==> src/rtl/fifo_stream_reader_if.sv <==
// Valid/ready stream carrying words out of the FIFO stream reader.
// The master drives valid/data and the slave drives ready.
interface fifo_stream_reader_if #(
    parameter int DWIDTH = 16
);
    logic              m_valid;
    logic [DWIDTH-1:0] m_data;
    logic              m_ready;

    modport master (
        output m_valid,
        output m_data,
        input  m_ready
    );

    modport slave (
        input  m_valid,
        input  m_data,
        output m_ready
    );
endinterface

==> src/rtl/fifo_stream_reader.sv <==
// Read-side adapter for a BRAM-backed FIFO with a 1-cycle registered read port.
// It buffers returned words in a 2-entry skid buffer and streams them out as valid/ready.
module fifo_stream_reader #(
    parameter int DWIDTH = 16
) (
    input  logic                clk,
    input  logic                rstn,
    input  logic                fifo_empty,
    output logic                fifo_rd_ea,
    input  logic [DWIDTH-1:0]   fifo_dout,
    input  logic                flush,
    fifo_stream_reader_if.master m,
    output logic [1:0]          buf_level
);

    logic [DWIDTH-1:0] buf_q [2];
    logic [DWIDTH-1:0] buf_d [2];
    logic              head_q, head_d;
    logic              tail_q, tail_d;
    logic              rd_pending_q, rd_pending_d;
    logic [1:0]        count_q, count_d;
    logic              pop;
    logic [2:0]        occupancy;

    // Words already held plus the one in flight, after this cycle's pop, must leave a free slot.
    always_comb begin
        pop        = (count_q != 2'd0) && m.m_ready;
        occupancy  = {1'b0, count_q} + {2'b00, rd_pending_q} - {2'b00, pop};
        fifo_rd_ea = rstn && !flush && !fifo_empty && (occupancy < 3'd2);
    end

    always_comb begin
        head_d       = head_q;
        tail_d       = tail_q;
        count_d      = count_q;
        rd_pending_d = fifo_rd_ea;
        buf_d        = buf_q;
        if (flush) begin
            head_d       = 1'b0;
            tail_d       = 1'b0;
            count_d      = 2'd0;
            rd_pending_d = 1'b0;
        end else begin
            if (pop) begin
                head_d = ~head_q;
            end
            if (rd_pending_q) begin
                buf_d[tail_q] = fifo_dout;
                tail_d        = ~tail_q;
            end
            count_d = count_q + {1'b0, rd_pending_q} - {1'b0, pop};
        end
    end

    always_ff @(posedge clk) begin
        if (!rstn) begin
            head_q       <= 1'b0;
            tail_q       <= 1'b0;
            count_q      <= 2'd0;
            rd_pending_q <= 1'b0;
            buf_q[0]     <= '0;
            buf_q[1]     <= '0;
        end else begin
            head_q       <= head_d;
            tail_q       <= tail_d;
            count_q      <= count_d;
            rd_pending_q <= rd_pending_d;
            buf_q        <= buf_d;
        end
    end

    assign m.m_valid = (count_q != 2'd0);
    assign m.m_data  = buf_q[head_q];
    assign buf_level = count_q;

    // The issue rule keeps buffered plus in-flight words within the two slots.
    buffer_no_overflow: assert property (@(posedge clk) disable iff (!rstn)
        ({1'b0, count_q} + {2'b00, rd_pending_q}) <= 3'd2);

endmodule

==> src/flat_wrapper.sv <==
// flat-port wrapper written by rule: the top's interface ports become plain ports
module fifo_stream_reader_flat 
#(
    parameter int DWIDTH = 16
)
  (clk, rstn, fifo_empty, fifo_rd_ea, fifo_dout, flush, buf_level, m_m_valid, m_m_data, m_m_ready);
  fifo_stream_reader_if #(.DWIDTH(DWIDTH)) m_i ();
  input  logic clk;
  input  logic rstn;
  input  logic fifo_empty;
  output logic fifo_rd_ea;
  input  logic [DWIDTH-1:0] fifo_dout;
  input  logic flush;
  output logic [1:0] buf_level;
  output wire logic [$bits(m_i.m_valid)-1:0] m_m_valid;
  output wire logic [$bits(m_i.m_data)-1:0] m_m_data;
  input wire logic [$bits(m_i.m_ready)-1:0] m_m_ready;
  assign m_m_valid = m_i.m_valid;
  assign m_m_data = m_i.m_data;
  assign m_i.m_ready = m_m_ready;
  fifo_stream_reader #(.DWIDTH(DWIDTH)) u_core (.clk(clk), .rstn(rstn), .fifo_empty(fifo_empty), .fifo_rd_ea(fifo_rd_ea), .fifo_dout(fifo_dout), .flush(flush), .m(m_i), .buf_level(buf_level));
endmodule
==> config.mk <==
export PLATFORM = sky130hd
export DESIGN_NAME = fifo_stream_reader_flat
export DESIGN_NICKNAME = d
export VERILOG_FILES = /design/src/rtl/fifo_stream_reader_if.sv /design/src/rtl/fifo_stream_reader.sv /design/src/flat_wrapper.sv
export SDC_FILE = /design/constraint.sdc
export NUM_CORES = 1
export LEC_CHECK = 0
export ABC_CLOCK_PERIOD_IN_PS = 5800
export CAP_MARGIN = 20
export CORE_MARGIN = 4
export CORE_UTILIZATION = 50
export CTS_CLUSTER_DIAMETER = 200
export DETAILED_ROUTE_END_ITERATION = 7
export PLACE_DENSITY = 0.89
export SLEW_MARGIN = 10
export SYNTH_ARGS = -nofsm -noshare
export SYNTH_HDL_FRONTEND = slang
export SYNTH_SLANG_ARGS = --single-unit
==> constraint.sdc <==
create_clock -name clk -period 5.8 [get_ports clk]
set_clock_uncertainty 0.05 [all_clocks]
set_input_delay 1.16 -clock clk [delete_from_list [all_inputs] [get_ports clk]]
set_output_delay 1.16 -clock clk [all_outputs]
set_load 0.02 [all_outputs]
# ---- Word-level counts from Yosys, hierarchy flattened
# Index checks and enable logic that the tools add are counted.
dict set report word_totals {
  regBits 37
  wordCells 36
  input_bits 21
}
dict set report op_classes {
  addsub 4
  n_reduce_logical 10
  mux 6
  magnitude_cmp 4
  n_bitwise 6
}
# op n
set ops {}
lappend ops {{$mux 16} 4}
lappend ops {{$bwmux 32} 1}
lappend ops {{$demux 16 s1} 1}
lappend ops {{$logic_and 1x1->1} 5}
lappend ops {{$ge 2x2->1 const B} 2}
lappend ops {{$not 1->1} 4}
lappend ops {{$not 1->2} 2}
lappend ops {{$add 2x1->3} 1}
lappend ops {{$lt 3x2->1 const B} 1}
lappend ops {{$sub 3x1->3} 1}
lappend ops {{$add 2x1->2} 1}
lappend ops {{$logic_not 1->1} 2}
lappend ops {{$lt 2x1->1 const B} 1}
lappend ops {{$reduce_and 2->1} 1}
lappend ops {{$reduce_bool 2->1} 1}
lappend ops {{$reduce_or 2->1} 1}
lappend ops {{$sub 2x1->2} 1}

# ---- Longest topological paths before layout
dict set report logic_depth {
  ltp_word 6
  mapped_depth 7
}

# ---- Least setup slack after synthesis
# OpenSTA, ideal clock, no wires.
dict set report synth_path {
  path_type {input to output}
  startpoint {input m_m_ready}
  endpoint {output fifo_rd_ea}
  setup_slack_ns 1.657
  stages 6
  t_required_ns 4.590
  t_arrival_ns 2.933
  cell_sequence {o21a_1 ha_1 inv_1 ha_1 fa_1 nor4_1}
}
dict set report synth_between {
  elab_chain_len 4
}
# item line
set synth_rtl {}
lappend synth_rtl {{start, declared} flat_wrapper.sv:17} ;# input wire logic [$bits(m_i.m_ready)-1:0] m_m_ready;
lappend synth_rtl {{$logic_and 1x1->1} fifo_stream_reader.sv:27} ;# pop = (count_q != 2'd0) && m.m_ready;
lappend synth_rtl {{$sub 3x1->3} fifo_stream_reader.sv:28} ;# occupancy = {1'b0, count_q} + {2'b00, rd_pending_q} - {2'b00, pop};
lappend synth_rtl {{net u_core.occupancy[1]} fifo_stream_reader.sv:23} ;# logic [2:0] occupancy;
lappend synth_rtl {{$lt 3x2->1} fifo_stream_reader.sv:29} ;# fifo_rd_ea = rstn && !flush && !fifo_empty && (occupancy < 3'd2);
lappend synth_rtl {{$logic_and 1x1->1} fifo_stream_reader.sv:29}
lappend synth_rtl {{end, declared} flat_wrapper.sv:11} ;# output logic fifo_rd_ea;
# The timed path passes the listed nets, and every way through them passes these cells.

# ---- Worst setup path in the final report
dict set report layout_path {
  startpoint {input m_m_ready}
  endpoint {output fifo_rd_ea}
}
dict set report layout_between {
  elab_chain_len 4
}
# item line
set layout_rtl {}
lappend layout_rtl {{$logic_and 1x1->1} fifo_stream_reader.sv:27}
lappend layout_rtl {{net u_core.pop} fifo_stream_reader.sv:22} ;# logic pop;
lappend layout_rtl {{$sub 3x1->3} fifo_stream_reader.sv:28}
lappend layout_rtl {{net u_core.occupancy[1]} fifo_stream_reader.sv:23}
lappend layout_rtl {{$lt 3x2->1} fifo_stream_reader.sv:29}
lappend layout_rtl {{$logic_and 1x1->1} fifo_stream_reader.sv:29}
# The timed path passes the listed nets, and every way through them passes these cells.

==> flow_summary.yaml <==
synth:
  synth_fp_nets: 193
  yosysUniqueCellTypes: 21
  synth_top_family_by_area: "multiplexers"
  yosysTopAreaCellShare_pct: 43.9
  post_synth_main_area_contributors: "dfxtp_1, mux2i_1, nand2_1, mux2_2, buf_6"
  synthXorXnorAreaFrac_pct: 1.04
  yosys.area_share.simple_pct: 14.8
  yosysTopAreaCell: "dfxtp_1"
  syn_area_sq_um: 1690
  synthCells: 169
  syn-mean-instance-area_sq_um: 9.99
  synth_async_sr_flop_share_pct: 0
  synthMuxAreaShare_pct: 30.2
  synth_compound_area_share_pct: 0.445
  synth_fa_ha_area_share_pct: 2.67
  synth_seq_cells: 37
  synth-edff-count: 0
  ys_warn_count: 0
  ys_seq_area_share_pct: 43.9
  synth_top_flop_cell: "dfxtp_1"
sta:
  worstMarginPinSlew_ns: 0.916
  slew_headroom_pct: 38.9
  finalHoldViolCount: 0
  tns_ns: 0
  min_period_ns: 5.01
  finalSetupViolCount: 0
  final.period_utilization_pct: 86.4
  timing.hold.ws_ns: 0.410
  fmax_mhz: 200
  rsz0062_at_grt: "no"
  slew_viol_final: 0
final_layout:
  layout.nets: 229
  antennaDiodeCount: 0
  fin_util_pct: 66.8
  n_fill_cell: 257
  stdcell_count: 250
  mostFrequentLayoutCell: "nand2_1"
  layout-drive-gt1-share_pct: 12.6
  syn2layout_area_growth_pct: 24.8
  mostFrequentLayoutCells: "nand2_1, clkdlybuf4s50_1, dfxtp_1"
critical_path:
  crit_type: "in -> out"
  r2r_cells: 6
  cp.buffers_inverters: 3
  critical_path.max_fanout: 3
  worstSetupEndpointType: "output port"
  crit_family: "buffers and inverters"
  crit_required_ns: 4.59
  worstPathArrival_ns: 3.80
  worst-path-stages: 8
  cp_slowest_stage_delay_ns: 0.68
  cp-start-kind: "input port"
  crit_chain: "clkdlybuf4s50_1 > o21a_1 > ha_1 > inv_1 > ha_1 > fa_1 > nor4_1 > clkdlybuf4s50_1"
  cp_slowest_cell: "clkdlybuf4s50_1"
cts:
  cts_num_sinks: 37
  clockBufferDepth: 2
  clk_latency_ns: 0.33
  htree_num_levels: 2
  numCtsBuffers: 5
  cts-hold-fix-buffers: 0
  root_buffer: "clkbuf_4"
  clkTransAtPathRegs_ns: 0.10
  cts_resized: 0
  postCtsSetupRepairBufs: 0
  cts_tree: "done"
routing:
  avgRoutedWirePerCell_microns: 13.3
  ant_nets: 0
  num_vias: 1252
  vias_per_cell: 5.01
  first_pass_iters: 4
  drtIter0Drc: 32
  drc_errors: 0
  drt-total-wl_microns: 3320
place:
  hpwl_microns: 2340
  gp_congestion: 0.795
  dp.cells: 242
  io_buffers: 40
power_and_ir_drop:
  ir_drop_v: 0.000135
  p_leak_nw: 0.879
  powerDensity_nw_per_um2: 207
  p_total_mw: 0.436
floorplanning:
  dieArea_sq_um: 4370
  rows: 20
  die_w_microns: 66.1
  die_h_microns: 66.1
  core_area_sq_um: 3150
  num_io_pins: 41
  initial_utilization_pct: 53.5
hold_path:
  hp-class: "reg -> reg"
  hold_depth: 2
global_route:
  grt_max_degree: 52
  antenna_found_initial: 0
  overflow: 0
  grt_pass1_wl_microns: 5430
  grt_usage_pct: 16.6
  grt_pass1_vias: 1239
run_status:
  run_status: "completed"
flow_run:
  timing.max_cap.violations: 0
[synthesized netlist by cell type (2+ instances only)]
cell     instances
nor2_1           3
mux2_2          16
inv_1            6
ha_1             2
buf_6            3
mux2i_1         33
buf_2            6
xnor2_1          2
nor4_1           2
dfxtp_1         37
nand2_1         49
[worst min-delay path, stage by stage (launching register included)]
cell and delay (ns):
dfxtp_1 0.32, nand2_1 0.05, mux2i_1 0.05
[power by group]
part | switching [mW] | internal, mW
clock | 0.0779 | 0.0462
sequential | 0.00282 | 0.258
combinational | 0.0233 | 0.0280
total | 0.104 | 0.332
[flip-flops by register name, indices dropped and copies added (netlist names)]
name / flops
u_core.buf_q: 32
u_core.tail_q: 1
u_core.head_q: 1
u_core.buf_level: 2
u_core.rd_pending_q: 1
[metrics by stage]
stage | setup WS, ns | area, sq um
5_1_grt | 0.647 | 2110
4_1_cts | 0.810 | 2110
3_5_place_dp | 0.924 | 2060
2_1_floorplan | 1.66 | 1690
3_3_place_gp | 1.06 | 2060
6_report | 0.789 | 2110
[cell families (layout without fill, tap and decap cells)]
group	Yosys count	count (layout)
flops	37	37
fa+ha+maj	3	3
compound gates	1	1
xor+xnor	2	2
buf+inv	18	55
mux	49	49
simple gates	59	59
[worst paths after layout]
path / startpoint / end / slack (ns)
setup / recovery: m_m_ready / fifo_rd_ea / 0.79
hold / removal: u_core.buf_q[4] / u_core.buf_q[4] / 0.41
setup reg to reg: u_core.buf_level[1] / u_core.rd_pending_q / 3.78
hold reg to reg: u_core.buf_q[4] / u_core.buf_q[4] / 0.41
[routing by layer]
layer / track usage (%) / vias up / wire length [microns]
met1: 17.7 / 574 / 1430
met4: 11.4 / 0 / 142
li1: - / 629 / -
met5: 0 / - / 0
met2: 28.4 / 36 / 1620
met3: 4.08 / 13 / 123
[final cells by class]
class	instances	area [sq um]	share of cell area, %
well taps	44	55.1	2.61
multi-input cells	114	830	39.4
repair buffers	41	408	19.4
inverters	6	22.5	1.07
clock buffers	6	41.3	1.96
flip-flops and latches	37	741	35.2
clock inverters	2	10.0	0.475
Note: power is estimated with default switching activity, not from simulation.
